<file path="src/rtl/mc_pkg.sv">
// rtl/mc_pkg.sv - shared opcode, state and control-select encodings for the multicycle controller
package mc_pkg;

  typedef enum logic [6:0] {
    lw_op  = 7'b0000011,
    sw_op  = 7'b0100011,
    r_op   = 7'b0110011,
    i_op   = 7'b0010011,
    jal_op = 7'b1101111,
    beq_op = 7'b1100011,
    lui_op = 7'b0110111
  } opcodetype;

  typedef enum logic [3:0] {
    FETCH, DECODE, MEMADR, MEMREAD, MEMWB, MEMWRITE,
    EXECR, EXECI, ALUWB, JAL, BRANCH, LUI, TRAP
  } statetype;

  localparam logic [2:0] IMM_I = 3'b000;
  localparam logic [2:0] IMM_S = 3'b001;
  localparam logic [2:0] IMM_B = 3'b010;
  localparam logic [2:0] IMM_J = 3'b011;
  localparam logic [2:0] IMM_U = 3'b100;

  localparam logic [2:0] ALU_ADD   = 3'b000;
  localparam logic [2:0] ALU_SUB   = 3'b001;
  localparam logic [2:0] ALU_AND   = 3'b010;
  localparam logic [2:0] ALU_OR    = 3'b011;
  localparam logic [2:0] ALU_SLT   = 3'b101;
  localparam logic [2:0] ALU_BSETI = 3'b111;

  localparam logic [1:0] SRCA_PC    = 2'b00;
  localparam logic [1:0] SRCA_OLDPC = 2'b01;
  localparam logic [1:0] SRCA_A     = 2'b10;

  localparam logic [1:0] SRCB_WD   = 2'b00;
  localparam logic [1:0] SRCB_IMM  = 2'b01;
  localparam logic [1:0] SRCB_FOUR = 2'b10;

  localparam logic [1:0] RES_ALUOUT    = 2'b00;
  localparam logic [1:0] RES_DATA      = 2'b01;
  localparam logic [1:0] RES_ALURESULT = 2'b10;
  localparam logic [1:0] RES_IMM       = 2'b11;

  // Immediate format depends only on the opcode; R-type and unknown opcodes fall back to I.
  function automatic logic [2:0] imm_src_of(input logic [6:0] op);
    case (op)
      sw_op:   return IMM_S;
      beq_op:  return IMM_B;
      jal_op:  return IMM_J;
      lui_op:  return IMM_U;
      default: return IMM_I;
    endcase
  endfunction

endpackage

</file>
<file path="src/rtl/mc_aludec.sv">
// rtl/mc_aludec.sv - funct3/funct7 decode to ALU operation for R- and I-type instructions
module mc_aludec
  import mc_pkg::*;
(
  input  logic       op5,
  input  logic [2:0] funct3,
  input  logic       funct7b5,
  output logic [2:0] alu_control,
  output logic       illegal
);

  always_comb begin
    alu_control = ALU_ADD;
    illegal     = 1'b0;
    case (funct3)
      // funct7b5 only selects sub for R-type; in I-type it is an immediate bit
      3'b000:  alu_control = (op5 && funct7b5) ? ALU_SUB : ALU_ADD;
      3'b001:  alu_control = ALU_BSETI;
      3'b010:  alu_control = ALU_SLT;
      3'b110:  alu_control = ALU_OR;
      3'b111:  alu_control = ALU_AND;
      default: illegal = 1'b1;
    endcase
  end

endmodule

</file>
<file path="src/rtl/mc_controller.sv">
// rtl/mc_controller.sv - multicycle RISC-V control FSM with memory-stall watchdog and retired counter
module mc_controller
  import mc_pkg::*;
#(
  parameter int MAX_WAIT = 15,
  parameter int CNT_W    = 32
) (
  input  logic             clk,
  input  logic             reset,
  input  logic [6:0]       op,
  input  logic [2:0]       funct3,
  input  logic             funct7b5,
  input  logic             Zero,
  input  logic             mem_ready,
  output logic [2:0]       ImmSrc,
  output logic [1:0]       ALUSrcA,
  output logic [1:0]       ALUSrcB,
  output logic [1:0]       ResultSrc,
  output logic             AdrSrc,
  output logic [2:0]       ALUControl,
  output logic             IRWrite,
  output logic             PCWrite,
  output logic             RegWrite,
  output logic             MemWrite,
  output logic             MemReq,
  output logic             Fault,
  output logic [CNT_W-1:0] retired
);

  statetype   state, next_state;
  logic [7:0] wait_cnt;
  logic [2:0] funct_alu;
  logic       funct_illegal;
  logic       taken;
  logic       stall_limit;

  mc_aludec u_aludec (
    .op5         (op[5]),
    .funct3      (funct3),
    .funct7b5    (funct7b5),
    .alu_control (funct_alu),
    .illegal     (funct_illegal)
  );

  // Only beq (000) and bne (001) ever reach BRANCH, so bit 0 picks the polarity.
  assign taken       = funct3[0] ? ~Zero : Zero;
  assign stall_limit = MemReq && !mem_ready && (wait_cnt == 8'(MAX_WAIT));

  always_ff @(posedge clk or negedge reset) begin
    if (!reset) state <= FETCH;
    else        state <= next_state;
  end

  always_ff @(posedge clk or negedge reset) begin
    if (!reset) begin
      wait_cnt <= '0;
      retired  <= '0;
    end else begin
      if (MemReq && !mem_ready) wait_cnt <= wait_cnt + 8'd1;
      else                      wait_cnt <= '0;
      if (next_state == FETCH && state != FETCH)
        retired <= retired + {{(CNT_W-1){1'b0}}, 1'b1};
    end
  end

  always_comb begin
    next_state = state;
    case (state)
      FETCH:    if (mem_ready) next_state = DECODE;
      DECODE: begin
        case (op)
          lw_op, sw_op: next_state = MEMADR;
          r_op:         next_state = funct_illegal ? TRAP : EXECR;
          i_op:         next_state = funct_illegal ? TRAP : EXECI;
          jal_op:       next_state = JAL;
          beq_op:       next_state = (funct3 == 3'b000 || funct3 == 3'b001) ? BRANCH : TRAP;
          lui_op:       next_state = LUI;
          default:      next_state = TRAP;
        endcase
      end
      MEMADR:   next_state = (op == lw_op) ? MEMREAD : MEMWRITE;
      MEMREAD:  if (mem_ready) next_state = MEMWB;
      MEMWRITE: if (mem_ready) next_state = FETCH;
      EXECR, EXECI, JAL:          next_state = ALUWB;
      MEMWB, ALUWB, BRANCH, LUI:  next_state = FETCH;
      TRAP:     next_state = TRAP;
      default:  next_state = TRAP;
    endcase
    if (stall_limit) next_state = TRAP;
  end

  always_comb begin
    ImmSrc     = imm_src_of(op);
    ALUSrcA    = SRCA_PC;
    ALUSrcB    = SRCB_WD;
    ResultSrc  = RES_ALUOUT;
    AdrSrc     = 1'b0;
    ALUControl = ALU_ADD;
    IRWrite    = 1'b0;
    PCWrite    = 1'b0;
    RegWrite   = 1'b0;
    MemWrite   = 1'b0;
    MemReq     = 1'b0;
    Fault      = 1'b0;
    case (state)
      FETCH: begin
        MemReq    = 1'b1;
        ALUSrcB   = SRCB_FOUR;
        ResultSrc = RES_ALURESULT;
        // Reset held low presents FETCH but must not commit the fetch.
        IRWrite   = mem_ready && reset;
        PCWrite   = mem_ready && reset;
      end
      DECODE: begin
        ALUSrcA = SRCA_OLDPC;
        ALUSrcB = SRCB_IMM;
      end
      MEMADR: begin
        ALUSrcA = SRCA_A;
        ALUSrcB = SRCB_IMM;
      end
      MEMREAD: begin
        MemReq = 1'b1;
        AdrSrc = 1'b1;
      end
      MEMWB: begin
        ResultSrc = RES_DATA;
        RegWrite  = 1'b1;
      end
      MEMWRITE: begin
        MemReq   = 1'b1;
        MemWrite = 1'b1;
        AdrSrc   = 1'b1;
      end
      EXECR: begin
        ALUSrcA    = SRCA_A;
        ALUSrcB    = SRCB_WD;
        ALUControl = funct_alu;
      end
      EXECI: begin
        ALUSrcA    = SRCA_A;
        ALUSrcB    = SRCB_IMM;
        ALUControl = funct_alu;
      end
      ALUWB:    RegWrite = 1'b1;
      JAL: begin
        ALUSrcA = SRCA_OLDPC;
        ALUSrcB = SRCB_FOUR;
        PCWrite = 1'b1;
      end
      BRANCH: begin
        ALUSrcA    = SRCA_A;
        ALUSrcB    = SRCB_WD;
        ALUControl = ALU_SUB;
        PCWrite    = taken;
      end
      LUI: begin
        ResultSrc = RES_IMM;
        RegWrite  = 1'b1;
      end
      TRAP:     Fault = 1'b1;
      default:  Fault = 1'b1;
    endcase
  end

endmodule

</file>
<file path="config.mk">
export PLATFORM = sky130hd
export DESIGN_NAME = mc_controller
export DESIGN_NICKNAME = d
export VERILOG_FILES = /design/src/rtl/mc_pkg.sv /design/src/rtl/mc_aludec.sv /design/src/rtl/mc_controller.sv
export SDC_FILE = /design/constraint.sdc
export NUM_CORES = 1
export LEC_CHECK = 0
export ABC_CLOCK_PERIOD_IN_PS = 3000
export CAP_MARGIN = 0
export CELL_PAD_IN_SITES_DETAIL_PLACEMENT = 0
export CELL_PAD_IN_SITES_GLOBAL_PLACEMENT = 1
export CORE_UTILIZATION = 37
export DETAILED_ROUTE_END_ITERATION = 7
export MAX_ROUTING_LAYER = met4
export PLACE_DENSITY = 0.85
export SYNTH_ARGS = -nofsm -noshare
export SYNTH_HDL_FRONTEND = slang
export SYNTH_SLANG_ARGS = --single-unit
</file>
<file path="constraint.sdc">
create_clock -name clk -period 3 [get_ports clk]
set_input_delay 0.6 -clock clk [delete_from_list [all_inputs] [get_ports clk]]
set_output_delay 0.6 -clock clk [all_outputs]
set_load 0.02 [all_outputs]
</file>
==> results.py <==
metrics = {
    "timing": {
        "hold_viol": 0,
        "drv_slew": 0,
        "fin_crit_ns": 2.869,
        "fmaxAchievable_ghz": 0.3485,
        "period_share": 0.9565,
        "tns_ns": 0,
        "relSlewSlack": 0.6290,
        "finClkSkew_ns": 0.01098,
        "setup_viol": 0,
        "rsz0062_at_grt": "no",
        "tightest_slew_ns": 0.5565,
        "fin_hold_ws_ns": 0.4149,
    },
    "critical_path": {
        "crit_type": "input port to primary output",
        "required_ns": 2.40,
        "arrival_ns": 2.27,
        "crit_fanout": 5,
        "critPathCaptureType": "primary output",
        "cp-start-kind": "input port",
    },
    "clocking": {
        "cts_setup_buffers": 0,
        "hold_buffers": 0,
        "cts_made_buffers": 5,
        "clock_latency_ns": 0.30,
        "cts.clk_slew.worst_paths_ns": 0.09,
        "cts.htree.levels": 2,
        "cts_root_buf": "clkbuf_8",
        "clkSinkCount": 44,
        "clockBufferDepth": 2,
        "cts_tree": "built",
    },
    "grt": {
        "grt_usage": 0.1827,
        "grt_pass1_wl_microns": 10710,
        "grt_overflow": 0,
        "grt_pass1_vias": 2312,
        "antenna_found_initial": 0,
        "grt_max_degree": 45,
    },
    "synthesis": {
        "async_flop_share": 1.000,
        "synth_area_per_cell_sq_um": 8.837,
        "ys_warn_count": 0,
        "ys_seq_area_frac": 0.4126,
        "synth_edf_count": 0,
        "syn_area_sq_mm": 0.002669,
        "synth_seq_cells": 44,
        "ys_types": 46,
        "ys.flop_type": "dfrtp_1",
        "syn_nets": 319,
        "syn_inst": 302,
    },
    "placed_design": {
        "dp_hpwl_microns": 4577,
        "io_buffers": 65,
        "post-place-cells": 465,
        "place.gp.congestion": 0.8506,
    },
    "floorplan": {
        "core_sq_mm": 0.006869,
        "fp.dieW_microns": 86.93,
        "start_util": 0.3885,
        "die_y_microns": 86.93,
        "dieArea_sq_mm": 0.007557,
        "io_pins": 66,
        "num_rows": 30,
    },
    "finish": {
        "drive_above_1_share": 0.09019,
        "layout.cells.non_filler": 473,
        "area_growth_pct": 35.21,
        "final_cell_mix": "64 x clkdlybuf4s50_1, 47 x nor2_1, 44 x dfrtp_1",
        "post-route-util": 0.5253,
        "fill_cells": 671,
        "final_common_cell": "clkdlybuf4s50_1",
        "nNetsFinal": 393,
        "diodes": 0,
    },
    "power_and_ir_drop": {
        "p_int_mw": 0.8990,
        "p_leak_nw": 1.622,
        "p_comb_frac": 0.065,
        "power.share.clock": 0.418,
        "swShare": 0.2155,
        "ir_worst_vdd_mv": 0.3551,
        "power_frac_seq": 0.517,
        "power_switching_mw": 0.2470,
        "p_per_area_mw_per_mm2": 317.6,
    },
    "detailed_routing": {
        "drc_errors": 0,
        "viasPerCell": 5.074,
        "drtAntennaViolNets": 0,
        "dr.pass1.iters": 4,
        "dr.first_iter.drc_count": 84,
        "routed_wl_microns": 6244,
        "wl_per_cell_microns": 13.20,
        "vias": 2400,
    },
    "status": {
        "status": "finished, final reports clean",
    },
    "hold_path": {
        "hp-class": "input port to async pin",
    },
    "job": {
        "maxCapViolations": 0,
    },
}
[cells by family (layout without fill, tap and decap cells)]
logic type                 Yosys count  count (layout)  share of synthesized area
and+or+nand+nor                    153             153                     0.3047
buffers and inverters               24              99                    0.04313
AOI/OAI and AO/OA                   37              37                    0.09096
DFF                                 44              44                     0.4126
muxes                                2               2                   0.007970
xor gates and xnor gates            40              40                     0.1313
adders and majority gates            2               2                   0.009375
[registers in the layout, summed over array words and instances, names as in the netlist]
signal / count
state: 4
retired: 32
wait_cnt: 8
[layout make-up]
cell class	instances	area, sq um	share of cell area
clock inverter	2	38.79	0.01075
timing repair buffer	79	763.2	0.2115
sequential	44	1101	0.3051
tap	96	120.1	0.03329
inverter	12	45.04	0.01248
multi-input combinational	234	1458	0.4040
clock buffer	6	82.58	0.02288
[power groups by stage]
stage	logic (mW)	registers, mW	clock network, mW
global placement	0.0735	0.604	0
global route	0.0833	0.593	0.518
detailed placement	0.0740	0.604	0
finish	0.0749	0.592	0.479
CTS	0.0748	0.592	0.494
floorplan	0.0246	0.604	0
[cell usage after synthesis (2+ instances only)]
master | number | share of area
nor2_1 | 48 | 0.068
dfrtp_1 | 44 | 0.41
xor2_1 | 29 | 0.095
nand2_1 | 23 | 0.032
nand3_1 | 20 | 0.038
inv_1 | 12 | 0.017
a21oi_1 | 11 | 0.021
xnor2_1 | 11 | 0.036
nor3_1 | 9 | 0.017
o21ai_0 | 9 | 0.017
clkbuf_1 | 7 | 0.0098
nand2b_1 | 7 | 0.016
nor2b_1 | 5 | 0.012
nor4_1 | 5 | 0.012
and3_1 | 4 | 0.0094
nand4_1 | 4 | 0.0094
and2_1 | 3 | 0.0070
and3b_1 | 3 | 0.0098
and4_1 | 3 | 0.0098
buf_6 | 3 | 0.013
nor4b_1 | 3 | 0.0098
o22ai_1 | 3 | 0.0070
o31a_1 | 3 | 0.0098
or3_1 | 3 | 0.0070
a41o_1 | 2 | 0.0075
buf_2 | 2 | 0.0038
ha_1 | 2 | 0.0094
nand4_2 | 2 | 0.0094
nand4bb_1 | 2 | 0.0084
nor3_2 | 2 | 0.0075
o22a_1 | 2 | 0.0066
or2_2 | 2 | 0.0047
[worst paths after layout]
path                       cells after the start                      end  slack, ns                  start
max in group asynchronous                      2       state[2]$_DFF_PN0_       2.18                  reset
max reg2reg                                    8  retired[19]$_DFFE_PN0P_       0.57     state[1]$_DFF_PN0_
min reg2reg                                    1    wait_cnt[0]$_DFF_PN0_       0.46  wait_cnt[0]$_DFF_PN0_
min                                            2  retired[31]$_DFFE_PN0P_       0.41                  reset
min in group clk                               1    wait_cnt[0]$_DFF_PN0_       0.46  wait_cnt[0]$_DFF_PN0_
max                                            6            ALUControl[1]       0.13              funct3[1]
[per-layer routing]
metal,GRT usage,vias up,share of wire,wire [microns]
met4,0.05606,0,0.017,108
met2,0.3006,63,0.47,2943
met3,0.02749,9,0.039,243
met1,0.2325,1139,0.47,2949
met5,-,-,0,0
li1,-,1189,-,-
[critical path, cell delays in order]
cell and delay, ns:
clkdlybuf4s50_1 0.48, buf_4 0.18, nor2_1 0.16, nand2_1 0.08
a21oi_1 0.15, clkdlybuf4s50_1 0.63
[stage by stage]
stage	total power, mW	cell area (sq um)	setup WS, ns
after floorplan	0.6290	2669	0.6117
after global placement	0.6778	3482	0.07583
after detailed placement	0.6783	3482	0.06333
after CTS	1.161	3603	0.05421
after global routing	1.194	3608	0.01103
final	1.146	3608	0.1306
[what timing repair did]
action,in CTS,in global routing
endpoints found under the setup margin,0,1
resized for setup,0,2
hold endpoints to repair,0,0
(Power assumes the default switching activity.)
